--- src/rtl/iter_divider.sv ---
// iter_divider: iterative integer divider for DIV/DIVU/REM/REMU.
// Restoring shift-subtract with BITS_PER_CYCLE quotient bits per cycle.
// A divide by zero or a signed overflow can optionally finish one cycle
// after accept (EARLY_OUT).
// Ports:
//   clk, rst                 clock, synchronous active-low reset
//   in_vld/in_rdy            request handshake; opa, opb, op latched on accept
//   opa, opb                 dividend, divisor
//   op                       00 DIV, 01 DIVU, 10 REM, 11 REMU
//   flush                    squash any in-flight operation
//   out_vld/out_rdy          result handshake; out_res holds while stalled
//   busy                     unit not idle
//
// state  | meaning
// IDLE   | waiting for a request; only state where in_rdy can be high
// PREP   | take magnitudes, record result signs, load iteration counter
// ITER   | BITS_PER_CYCLE restoring steps per cycle, counter counts down
// FIX    | apply signs, pick quotient or remainder into the result register
// DONE   | out_vld high until the consumer takes the result
module iter_divider #(
   parameter int XLEN           = 32,
   parameter int BITS_PER_CYCLE = 1,
   parameter int EARLY_OUT      = 1
) (
   input  logic            clk,
   input  logic            rst,
   input  logic            in_vld,
   output logic            in_rdy,
   input  logic [XLEN-1:0] opa,
   input  logic [XLEN-1:0] opb,
   input  logic [1:0]      op,
   input  logic            flush,
   output logic            out_vld,
   input  logic            out_rdy,
   output logic [XLEN-1:0] out_res,
   output logic            busy
);

   localparam int N  = XLEN / BITS_PER_CYCLE;
   localparam int CW = $clog2(N + 1);
   localparam logic [XLEN-1:0] MIN_S = {1'b1, {(XLEN-1){1'b0}}};

   typedef enum logic [2:0] {S_IDLE, S_PREP, S_ITER, S_FIX, S_DONE} state_t;

   state_t          state_q, state_d;
   logic [CW-1:0]   cnt_q, cnt_d;
   logic [XLEN-1:0] a_q, a_d, b_q, b_d;
   logic [1:0]      op_q, op_d;
   logic [XLEN-1:0] quo_q, quo_d, dvs_q, dvs_d;
   logic [XLEN:0]   rem_q, rem_d;
   logic            neg_quo_q, neg_quo_d, neg_rem_q, neg_rem_d;
   logic            spec_q, spec_d;
   logic [XLEN-1:0] res_q, res_d;

   logic [XLEN:0]   it_rem;
   logic [XLEN-1:0] it_quo;
   logic            sign_a, sign_b, accept, in_spec;
   logic [XLEN-1:0] quo_fix, rem_fix;

   // Divide by zero and DIV/REM overflow; their results do not come out of
   // the sign-magnitude datapath correctly, so they are produced directly.
   function automatic logic is_special(input logic [XLEN-1:0] a, input logic [XLEN-1:0] b,
                                       input logic [1:0] o);
      return (b == '0) || (!o[0] && (a == MIN_S) && (b == '1));
   endfunction

   function automatic logic [XLEN-1:0] special_res(input logic [XLEN-1:0] a,
                                                   input logic [XLEN-1:0] b,
                                                   input logic [1:0] o);
      if (o[1]) return (b == '0) ? a : '0;
      return (b == '0) ? '1 : MIN_S;
   endfunction

   assign in_rdy  = (state_q == S_IDLE) && !flush && rst;
   assign accept  = in_vld && in_rdy;
   assign in_spec = is_special(opa, opb, op);
   assign out_vld = (state_q == S_DONE);
   assign out_res = res_q;
   assign busy    = (state_q != S_IDLE);

   assign sign_a  = !op_q[0] && a_q[XLEN-1];
   assign sign_b  = !op_q[0] && b_q[XLEN-1];
   assign quo_fix = neg_quo_q ? -quo_q : quo_q;
   assign rem_fix = neg_rem_q ? -rem_q[XLEN-1:0] : rem_q[XLEN-1:0];

   // The dividend shifts out of quo's top while quotient bits shift in below.
   always_comb begin
      it_rem = rem_q;
      it_quo = quo_q;
      for (int i = 0; i < BITS_PER_CYCLE; i++) begin
         it_rem = {it_rem[XLEN-1:0], it_quo[XLEN-1]};
         it_quo = {it_quo[XLEN-2:0], 1'b0};
         if (it_rem >= {1'b0, dvs_q}) begin
            it_rem    = it_rem - {1'b0, dvs_q};
            it_quo[0] = 1'b1;
         end
      end
   end

   always_comb begin
      state_d   = state_q;
      cnt_d     = cnt_q;
      a_d       = a_q;
      b_d       = b_q;
      op_d      = op_q;
      quo_d     = quo_q;
      dvs_d     = dvs_q;
      rem_d     = rem_q;
      neg_quo_d = neg_quo_q;
      neg_rem_d = neg_rem_q;
      spec_d    = spec_q;
      res_d     = res_q;
      case (state_q)
         S_IDLE: begin
            if (accept) begin
               a_d    = opa;
               b_d    = opb;
               op_d   = op;
               spec_d = in_spec;
               if ((EARLY_OUT != 0) && in_spec) begin
                  res_d   = special_res(opa, opb, op);
                  state_d = S_DONE;
               end else begin
                  state_d = S_PREP;
               end
            end
         end
         S_PREP: begin
            quo_d     = sign_a ? -a_q : a_q;
            dvs_d     = sign_b ? -b_q : b_q;
            rem_d     = '0;
            neg_quo_d = sign_a ^ sign_b;
            neg_rem_d = sign_a;
            cnt_d     = CW'(N);
            state_d   = S_ITER;
         end
         S_ITER: begin
            quo_d = it_quo;
            rem_d = it_rem;
            cnt_d = cnt_q - CW'(1);
            if (cnt_d == '0) state_d = S_FIX;
         end
         S_FIX: begin
            if (spec_q) res_d = special_res(a_q, b_q, op_q);
            else        res_d = op_q[1] ? rem_fix : quo_fix;
            state_d = S_DONE;
         end
         S_DONE: begin
            if (out_rdy) state_d = S_IDLE;
         end
         default: state_d = S_IDLE;
      endcase
      // A squashed operation must not disturb the held result.
      if (flush) begin
         state_d = S_IDLE;
         res_d   = res_q;
      end
   end

   always_ff @(posedge clk) begin
      if (!rst) begin
         state_q   <= S_IDLE;
         cnt_q     <= '0;
         a_q       <= '0;
         b_q       <= '0;
         op_q      <= '0;
         quo_q     <= '0;
         dvs_q     <= '0;
         rem_q     <= '0;
         neg_quo_q <= 1'b0;
         neg_rem_q <= 1'b0;
         spec_q    <= 1'b0;
         res_q     <= '0;
      end else begin
         state_q   <= state_d;
         cnt_q     <= cnt_d;
         a_q       <= a_d;
         b_q       <= b_d;
         op_q      <= op_d;
         quo_q     <= quo_d;
         dvs_q     <= dvs_d;
         rem_q     <= rem_d;
         neg_quo_q <= neg_quo_d;
         neg_rem_q <= neg_rem_d;
         spec_q    <= spec_d;
         res_q     <= res_d;
      end
   end

endmodule
--- config.mk ---
export PLATFORM = sky130hd
export DESIGN_NAME = iter_divider
export DESIGN_NICKNAME = d
export VERILOG_FILES = /design/src/rtl/iter_divider.sv
export SDC_FILE = /design/constraint.sdc
export NUM_CORES = 1
export LEC_CHECK = 0
export CAP_MARGIN = 10
export CORE_UTILIZATION = 56
export CTS_BUF_LIST = sky130_fd_sc_hd__clkbuf_8
export CTS_CLUSTER_DIAMETER = 100
export DETAILED_ROUTE_END_ITERATION = 10
export PLACE_DENSITY = 0.8
export SYNTH_ARGS = -nofsm -noshare
export SYNTH_HDL_FRONTEND = slang
export SYNTH_SLANG_ARGS = --single-unit
--- constraint.sdc ---
create_clock -name clk -period 3.9 [get_ports clk]
set_input_delay 0.78 -clock clk [delete_from_list [all_inputs] [get_ports clk]]
set_output_delay 0.78 -clock clk [all_outputs]
set_load 0.05 [all_outputs]
==> out/metrics.cfg, run 1 <==
[layout]
syn_to_final_growth_pct = 15.0
drive_above_1_share_pct = 6.69
final_util_pct = 65.6
n_fill_cell = 1990
multi_input_area_mm2 = 0.00855
nets = 1899
seqCellArea_mm2 = 0.00412
antenna_cells = 0

[clock_tree]
htree_levels = 2
cts_root_buf = clkbuf_8
cts_resized = 0
cts_sinks = 206
cts_tree = built
cts_setup_buffers = 0
clk_path_buf_depth = 3
clk_pin_slew_ns = 0.06
clock_latency_ns = 0.55
cts.hold.buffers_added = 0
cts_buffers = 36

[route]
wl_mm = 41.6
via_count = 13400
drt_first_pass_iters = 6
drt_iter0_drc = 1484
wl_per_cell_um = 19.5
ant_nets = 0
dr_wl_met3_mm = 4.75
wl_met2_mm = 17.4
top_layer_used = met4
wl_met1_mm = 17.8
viasPerCell = 6.29
drc = 0

[pwr]
clockPowerShare_pct = 39.0
swShare_pct = 30.4
p_leak_nw = 5.87
combPwrFrac_pct = 19.9
sequentialPowerShare_pct = 41.0
ir_worst_vdd_mv = 0.345
p_int_w = 0.00377
power_density_mw_per_mm2 = 353
power_switching_w = 0.00165

[critical_path]
r2r_end = rem_q[30]
crit_family = compound AO/OA/AOI/OAI gates
cp.depth = 13
path_cells = inv_1 > ha_1 > inv_1 > fa_1 > a21o_1 > a221o_1 > a21oi_1 > o211ai_1 > a211o_1 > a2111oi_0 > o21a_1 > nor3_1 > o21ai_0
critPathArrivalTime_ns = 3.97
crit_type = flip-flop to flip-flop
crit_path_top_delay_cell = a2111oi_0
ff2ff_path_depth = 13
crit_top_cell = inv_1
startpoint = quo_q[31]
critPathBufInv = 2
slowest_delay_ns = 0.57
reg2reg_slack_ns = 0.40
path_max_fanout = 3
r2r-start = quo_q[31]
cp.required_ns = 4.37
start_kind = flip-flop
setup.worst_path.end = rem_q[30]
end_kind = flip-flop

[sta]
finalCritPeriodShare_pct = 89.8
setup_viol = 0
hold_viol_final = 0
rsz0062_at_grt = no
max_slew_margin_pct = 19.3
fin_tns_setup_ns = 0
slew_viol_final = 0
timing.fmax_mhz = 286
worst_pin_slew_ns = 1.21
period_minus_slack_ns = 3.50
clock_skew_ns = 0.0343

[global_routing]
grt_max_degree = 176
overflow = 0
grt_pass1_vias = 12000
track_usage_pct = 33.9
antenna_found_initial = 0
grt_pass1_wl_mm = 65.0

[logic_synthesis]
syn_area_mm2 = 0.0134
synth_edf_count = 0
synth_warnings = 0
yosysTopAreaCellShare_pct = 30.9
ys_seq_area_share_pct = 30.9
async_flop_share_pct = 0
synth-main-ff-cell = dfxtp_1
synthTopCellsByArea = dfxtp_1, nand2_1, o21ai_0, xor2_1, a21boi_0
syn-instance-count = 1741
synth_area_leader_cell = dfxtp_1
synth-seq-cells = 206
synth_nets = 1851
synth.distinct_cells = 70
syn_area_per_cell_um2 = 7.67

[floorplanning]
die_w_um = 156
initial_core_util_pct = 57.0
dieHeight_um = 156
ioPinCount = 106
core-area_mm2 = 0.0234
dieArea_mm2 = 0.0245
rows = 56

[outcome]
outcome = finished clean

[job]
cap_viol_max_count = 0

[placement]
place_congestion = 0.939
hpwl_mm = 30.1
io_buffers = 105

[worst_hold_path]
hold_class = flip-flop to flip-flop

synth_stat cells (all sizes together), types with 27 or more instances:
library cell and number:
a21boi 73, a21oi 83, a22oi 37, a31oi 41, and2 34, clkbuf 112
dfxtp 206, ha 38, inv 54, nand2 259, nor2 82, nor3 34
o211a 27, o21ai 189, xnor2 54, xor2 87
metrics by stage:
step                instance area, um^2  hold WS (ns)  setup slack, ns  total power [W]  instances
floorplan                         13400         0.441            0.508          0.00298       1741
global route                      15400         0.503            0.136          0.00562       2129
finish                            15400         0.466            0.399          0.00542       2129
global placement                  14600         0.455            0.431          0.00330       2070
detailed placement                14600         0.464            0.365          0.00332       2070
CTS                               15400         0.472            0.445          0.00540       2129
power groups by stage:
stage	logic (W)	registers, W	clock network [W]
6_report	0.00108	0.00222	0.00212
5_1_grt	0.00118	0.00223	0.00222
4_1_cts	0.00106	0.00222	0.00212
3_5_place_dp	0.00105	0.00227	0
3_3_place_gp	0.00103	0.00226	0
2_1_floorplan	0.000737	0.00224	0
per-layer routing:
layer  track usage [%]  vias up
li1                  -     6343
met1              47.3     6226
met4              13.8        0
met3              8.61      102
met5                 0        -
met2              49.2      716
registers in the layout, summed over array words and instances (netlist names):
signal and count:
b_q 32, rem_q 32, op_q 2, quo_q 32
neg_rem_q 1, neg_quo_q 1, cnt_q 6, a_q 32
state_q 3, spec_q 1, dvs_q 32, out_res 32
layout by cell type, fill, tap and decap left out, types with 37 or more instances in the layout:
cell type and count:
clkbuf_8 42, a22oi_1 37, xor2_1 87, a21oi_1 81, dfxtp_1 206, ha_1 38
xnor2_1 54, o21ai_0 189, clkdlybuf4s50_1 103, a31oi_1 41, nor2_1 81, nand2_1 257
a21boi_0 73, inv_1 60
how the worst min path moves through the flow:
stage | start | end | depth (start not counted)
after global placement | dvs_q[31] | dvs_q[31] | 2
after detailed placement | dvs_q[0] | dvs_q[0] | 2
after CTS | dvs_q[0] | dvs_q[0] | 2
final | dvs_q[0] | dvs_q[0] | 2
after floorplan | dvs_q[31] | dvs_q[31] | 2
after global routing | dvs_q[0] | dvs_q[0] | 2
worst reg2reg max path, stage by stage (launching register included):
cell and delay, ns:
dfxtp_1 0.31, inv_1 0.05, ha_1 0.15, inv_1 0.05, fa_1 0.39, a21o_1 0.21, a221o_1 0.34, a21oi_1 0.30
o211ai_1 0.25, a211o_1 0.37, a2111oi_0 0.57, o21a_1 0.21, nor3_1 0.05, o21ai_0 0.18
cell families (layout without fill, tap and decap cells):
logic type | count (synthesis) | in the layout | share of synthesized area [%]
buf+inv | 180 | 249 | 5.26
mux | 15 | 15 | 1.13
xor+xnor | 141 | 141 | 9.25
flops | 206 | 206 | 30.9
simple gates | 580 | 580 | 20.9
fa+ha+maj | 39 | 39 | 3.71
compound gates | 580 | 580 | 28.9
area by class of cell:
cell class	instances	area share (%)
Multi-Input combinational cell	1355	55.7
Sequential cell	206	26.9
Timing Repair Buffer	135	8.61
Clock buffer	42	3.77
Tap cell	319	2.60
Inverter	55	1.34
Clock inverter	17	1.10
Power figures use the tool's default switching activity.
==> run 2, diff against run 1 <==
MAX_ROUTING_LAYER = met4   (was not set)
clock period = 3.3 ns   (was 3.9 ns; I/O delays follow)
==> run 2 against run 1 <==
Clock power is 21% higher. Largest power group unchanged. Critical path type unchanged. Critical path depth is 5 lower. Wire length is 2.0% higher.
==> out/metrics.cfg, run 2 (same netlist as run 1, synthesis figures left out) <==
[critical_path]
start_kind = flip-flop
crit_type = flip-flop to flip-flop
cp.required_ns = 3.77
critPathArrivalTime_ns = 3.63
end_kind = flip-flop
path_max_fanout = 6

[floorplanning]
ioPinCount = 106
initial_core_util_pct = 57.0
rows = 56
dieHeight_um = 156
dieArea_mm2 = 0.0245
die_w_um = 156
core-area_mm2 = 0.0234

[clock_tree]
clk_path_buf_depth = 3
cts_setup_buffers = 0
htree_levels = 2
cts_tree = built
cts_sinks = 206
cts_buffers = 37
cts_root_buf = clkbuf_8
clock_latency_ns = 0.54
clk_pin_slew_ns = 0.06

[outcome]
outcome = finished clean

[sta]
hold_viol_final = 0
rsz0062_at_grt = no
fin_tns_setup_ns = 0
timing.fmax_mhz = 317
setup_viol = 0
slew_viol_final = 0
worst_pin_slew_ns = 0.995
whs_ns = 0.472
finalCritPeriodShare_pct = 95.7
fin_ws_ns = 0.142
period_minus_slack_ns = 3.16
max_slew_margin_pct = 33.4
clock_skew_ns = 0.0175

[layout]
n_fill_cell = 1968
nets = 1946
syn_to_final_growth_pct = 18.4
drive_above_1_share_pct = 9.67
seqCellArea_mm2 = 0.00413
multi_input_area_mm2 = 0.00859
final_cell_mix = nand2_1, dfxtp_1, o21ai_0
final_common_cell = nand2_1

[global_routing]
overflow = 0
antenna_found_initial = 1
track_usage_pct = 35.8
grt_pass1_vias = 12400
grt_max_degree = 176
grt_pass1_wl_mm = 67.2

[worst_hold_path]
hold_class = flip-flop to flip-flop

[route]
drt_first_pass_iters = 6
drt_iter0_drc = 1415
wl_mm = 42.4
via_count = 13600
viasPerCell = 6.25
wl_per_cell_um = 19.4
drc = 0
ant_nets = 0

[pwr]
power_density_mw_per_mm2 = 415
p_leak_nw = 6.14
ir_worst_vdd_mv = 0.405
p_total_w = 0.00656

[placement]
place_congestion = 0.993
place_ws_ns = 0.0780
hpwl_mm = 31.2
io_buffers = 105

[job]
cap_viol_max_count = 0

==> run 2: cell count changes in the layout (fill, tap and decap cells not counted), sizes merged <==
| cell | change |
|---|---|
| diode | +1 |
| clkinv | -2 |
| buf | +46 |
| inv | +1 |
| clkbuf | +8 |
| bufinv | -2 |
==> run 2: power breakdown <==
| group | switching [W] | internal, W | total (W) |
|---|---|---|---|
| sequential | 0.0000795 | 0.00255 | 0.00263 |
| clock | 0.00113 | 0.00144 | 0.00257 |
| combinational | 0.000798 | 0.000570 | 0.00137 |
==> run 2: worst max-delay path, stage by stage (launching register included) <==
cell,delay [ns]
dfxtp_1,0.36
or4_1,0.61
or4_1,0.49
or3_4,0.45
o31a_1,0.27
xnor2_1,0.13
a221oi_1,0.38
o21ai_0,0.21
a31oi_1,0.19
==> run 2: per-stage QoR <==
stage / std cells / instance area, um^2 / util, %
floorplan: 1741 / 13400 / -
global placement: 2116 / 15000 / 64.0
detailed placement: 2116 / 15000 / 64.0
CTS: 2180 / 15800 / 67.4
global route: 2181 / 15800 / 67.6
finish: 2181 / 15800 / 67.6
==> run 2: final cells by class <==
class	count	area share, %
Sequential cell	206	26.1
Inverter	55	1.33
Clock inverter	14	0.641
Multi-Input combinational cell	1355	54.3
Tap cell	319	2.52
Clock buffer	50	4.35
Antenna cell	1	0.0158
Timing Repair Buffer	181	10.7
==> run 2: path summary, 6_finish.rpt <==
| kind | start | depth (start not counted) | slack (ns) | end |
|---|---|---|---|---|
| min reg2reg | dvs_q[31] | 2 | 0.47 | dvs_q[31] |
| max | quo_q[9] | 8 | 0.14 | out_res[25] |
| max reg2reg | quo_q[9] | 8 | 0.14 | out_res[25] |
| min | dvs_q[31] | 2 | 0.47 | dvs_q[31] |
==> run 2: repair_timing <==
item,4_1_cts,5_1_grt
setup endpoints to repair,0,17
hold buffers,0,0
resized for setup,0,9
==> run 2: layer usage <==
| metal | wire length, um | up-vias | track usage [%] |
|---|---|---|---|
| met5 | 0 | - | - |
| met4 | 1240 | 0 | 11.6 |
| met3 | 4380 | 102 | 7.98 |
| met2 | 18100 | 704 | 51.6 |
| met1 | 18700 | 6374 | 49.2 |
| li1 | - | 6454 | - |
==> run 3, diff against run 2 <==
ABC_AREA = 0   (was not set)
CAP_MARGIN = not set   (was 10)
clock period = 3.05 ns   (was 3.3 ns; I/O delays follow)
==> run 3 against run 2 <==
First-iteration DRC count grew 2.5%. Core utilization grew 2.8 points. Worst hold slack worse by 0.032 ns. Maximum frequency is 4.0% higher. Global-route usage is 0.55 points higher. Clock power is 7% higher. Setup slack got worse by 0.13 ns. Wire length rose by 2.5%. Design area grew 4.1%. Largest cell class unchanged. Largest power group unchanged.
==> out/metrics.cfg, run 3 (same netlist as run 1, synthesis figures left out) <==
[outcome]
outcome = finished clean

[critical_path]
crit_type = flip-flop to flip-flop
crit_path_top_delay_cell = a2111oi_4
critPathArrivalTime_ns = 3.44
slowest_delay_ns = 0.40
start_kind = flip-flop
startpoint = quo_q[31]
path_cells = inv_1 > ha_2 > inv_1 > fa_2 > a21o_1 > a221o_1 > a21oi_2 > o211ai_1 > a211o_1 > a2111oi_4 > nor3_2 > nor3_2 > o21ai_1
r2r-start = quo_q[31]
path_max_fanout = 3
end_kind = flip-flop
ff2ff_path_depth = 13
cp.required_ns = 3.45

[clock_tree]
cts_sinks = 206
clk_path_buf_depth = 3
cts_buffers = 37
cts.hold.buffers_added = 0
clock_latency_ns = 0.55
cts_tree = built
htree_levels = 2
cts_root_buf = clkbuf_8
clk_pin_slew_ns = 0.06

[global_routing]
grt_max_degree = 175
grt_pass1_wl_mm = 67.6
track_usage_pct = 36.3
antenna_found_initial = 0
overflow = 0
grt_pass1_vias = 12600

[pwr]
ir_worst_vdd_mv = 0.349
p_leak_nw = 6.56
power_density_mw_per_mm2 = 439

[layout]
final_common_cell = nand2_1
antenna_cells = 0
final_area_mm2 = 0.0165
drive_above_1_share_pct = 13.7
nets = 2007
final_cell_mix = nand2_1, dfxtp_1, o21ai_0
n_fill_cell = 1918
final_util_pct = 70.3
syn_to_final_growth_pct = 23.3

[floorplanning]
dieArea_mm2 = 0.0245
die_w_um = 156
initial_core_util_pct = 57.0
dieHeight_um = 156
core-area_mm2 = 0.0234
rows = 56
ioPinCount = 106

[sta]
hold_viol_final = 0
setup_viol = 0
rsz0062_at_grt = yes
max_slew_margin_pct = 19.3
worst_pin_slew_ns = 1.21
period_minus_slack_ns = 3.04
timing.fmax_mhz = 329
slew_viol_final = 0
finalCritPeriodShare_pct = 99.6
clock_skew_ns = 0.0417

[placement]
place_congestion = 0.990
hpwl_mm = 31.7
io_buffers = 105
place_area_mm2 = 0.0154

[job]
cap_viol_max_count = 0

[route]
ant_nets = 0
wl_mm = 43.5
wl_per_cell_um = 19.4
drt_first_pass_iters = 6
drt_iter0_drc = 1451
drc = 0
viasPerCell = 6.22
via_count = 14000

[worst_hold_path]
hold_class = input port to flip-flop
hp-start = rst
hold_depth = 3

## run 3: cell count changes in the layout (fill, tap and decap cells not counted), sizes merged
cell,previous run,this run
buf,78,139
diode,1,0
dlymetal6s2s,0,1
clkinv,5,3
inv,61,68
clkdlybuf4s50,103,102
clkbuf,50,46
bufinv,1,2
## run 3: worst max-delay path, delay by kind of cell (launching register included)
kind	cells	cell delay [ns]
buffers and inverters	2	0.11
flip-flops	1	0.31
adder cells (fa/ha/maj)	2	0.52
AND/OR/NAND/NOR	2	0.23
AO/OA/AOI/OAI	7	1.77
## run 3: layout make-up
type	count	area [um^2]	area share, %
multi-input combinational	1355	8760	53.2
sequential	206	4130	25.1
timing repair buffer	242	2180	13.2
clock buffer	46	633	3.85
tap	319	399	2.43
inverter	55	210	1.28
clock inverter	20	148	0.897
## run 3: worst paths after layout
check / to / slack [ns]
setup / recovery: rem_q[30] / 0.01
hold / removal: state_q[2] / 0.44
setup reg to reg: rem_q[30] / 0.01
hold reg to reg: dvs_q[0] / 0.47
## run 3: power breakdown
part	switching, W	internal [W]
Clock	0.00120	0.00154
Sequential	0.0000756	0.00275
Combinational	0.000933	0.000716
## run 3: stage by stage
| step | hold WS, ns | power [W] | setup WS, ns | instances | setup TNS [ns] |
|---|---|---|---|---|---|
| 6_report | 0.441 | 0.00722 | 0.0122 | 2243 | 0 |
| 3_3_place_gp | 0.461 | 0.00437 | -0.330 | 2168 | -2.32 |
| 2_1_floorplan | 0.441 | 0.00381 | 0.0271 | 1741 | 0 |
| 4_1_cts | 0.413 | 0.00710 | 0.00165 | 2234 | 0 |
| 3_5_place_dp | 0.464 | 0.00438 | -0.316 | 2168 | -3.69 |
| 5_1_grt | 0.440 | 0.00750 | -0.134 | 2243 | -0.275 |
## run 3: what timing repair did
| item | 4_1_cts | 5_1_grt |
|---|---|---|
| hold endpoints to repair | 0 | 0 |
| setup endpoints to repair | 4 | 56 |
| gates resized for setup | 3 | 44 |
| buffers inserted | 0 | 9 |
| pin swaps | 1 | 21 |
## run 3: metal layers
metal  part of all wire [%]  routed length, um  vias up  GRT usage (%)
met5                      0                  0        -              -
met4                    2.9               1270        0           12.9
met3                     11               4720       95           8.64
met2                     43              18600      770           51.7
met1                     44              18900     6510           49.8
li1                       -                  -     6586              -
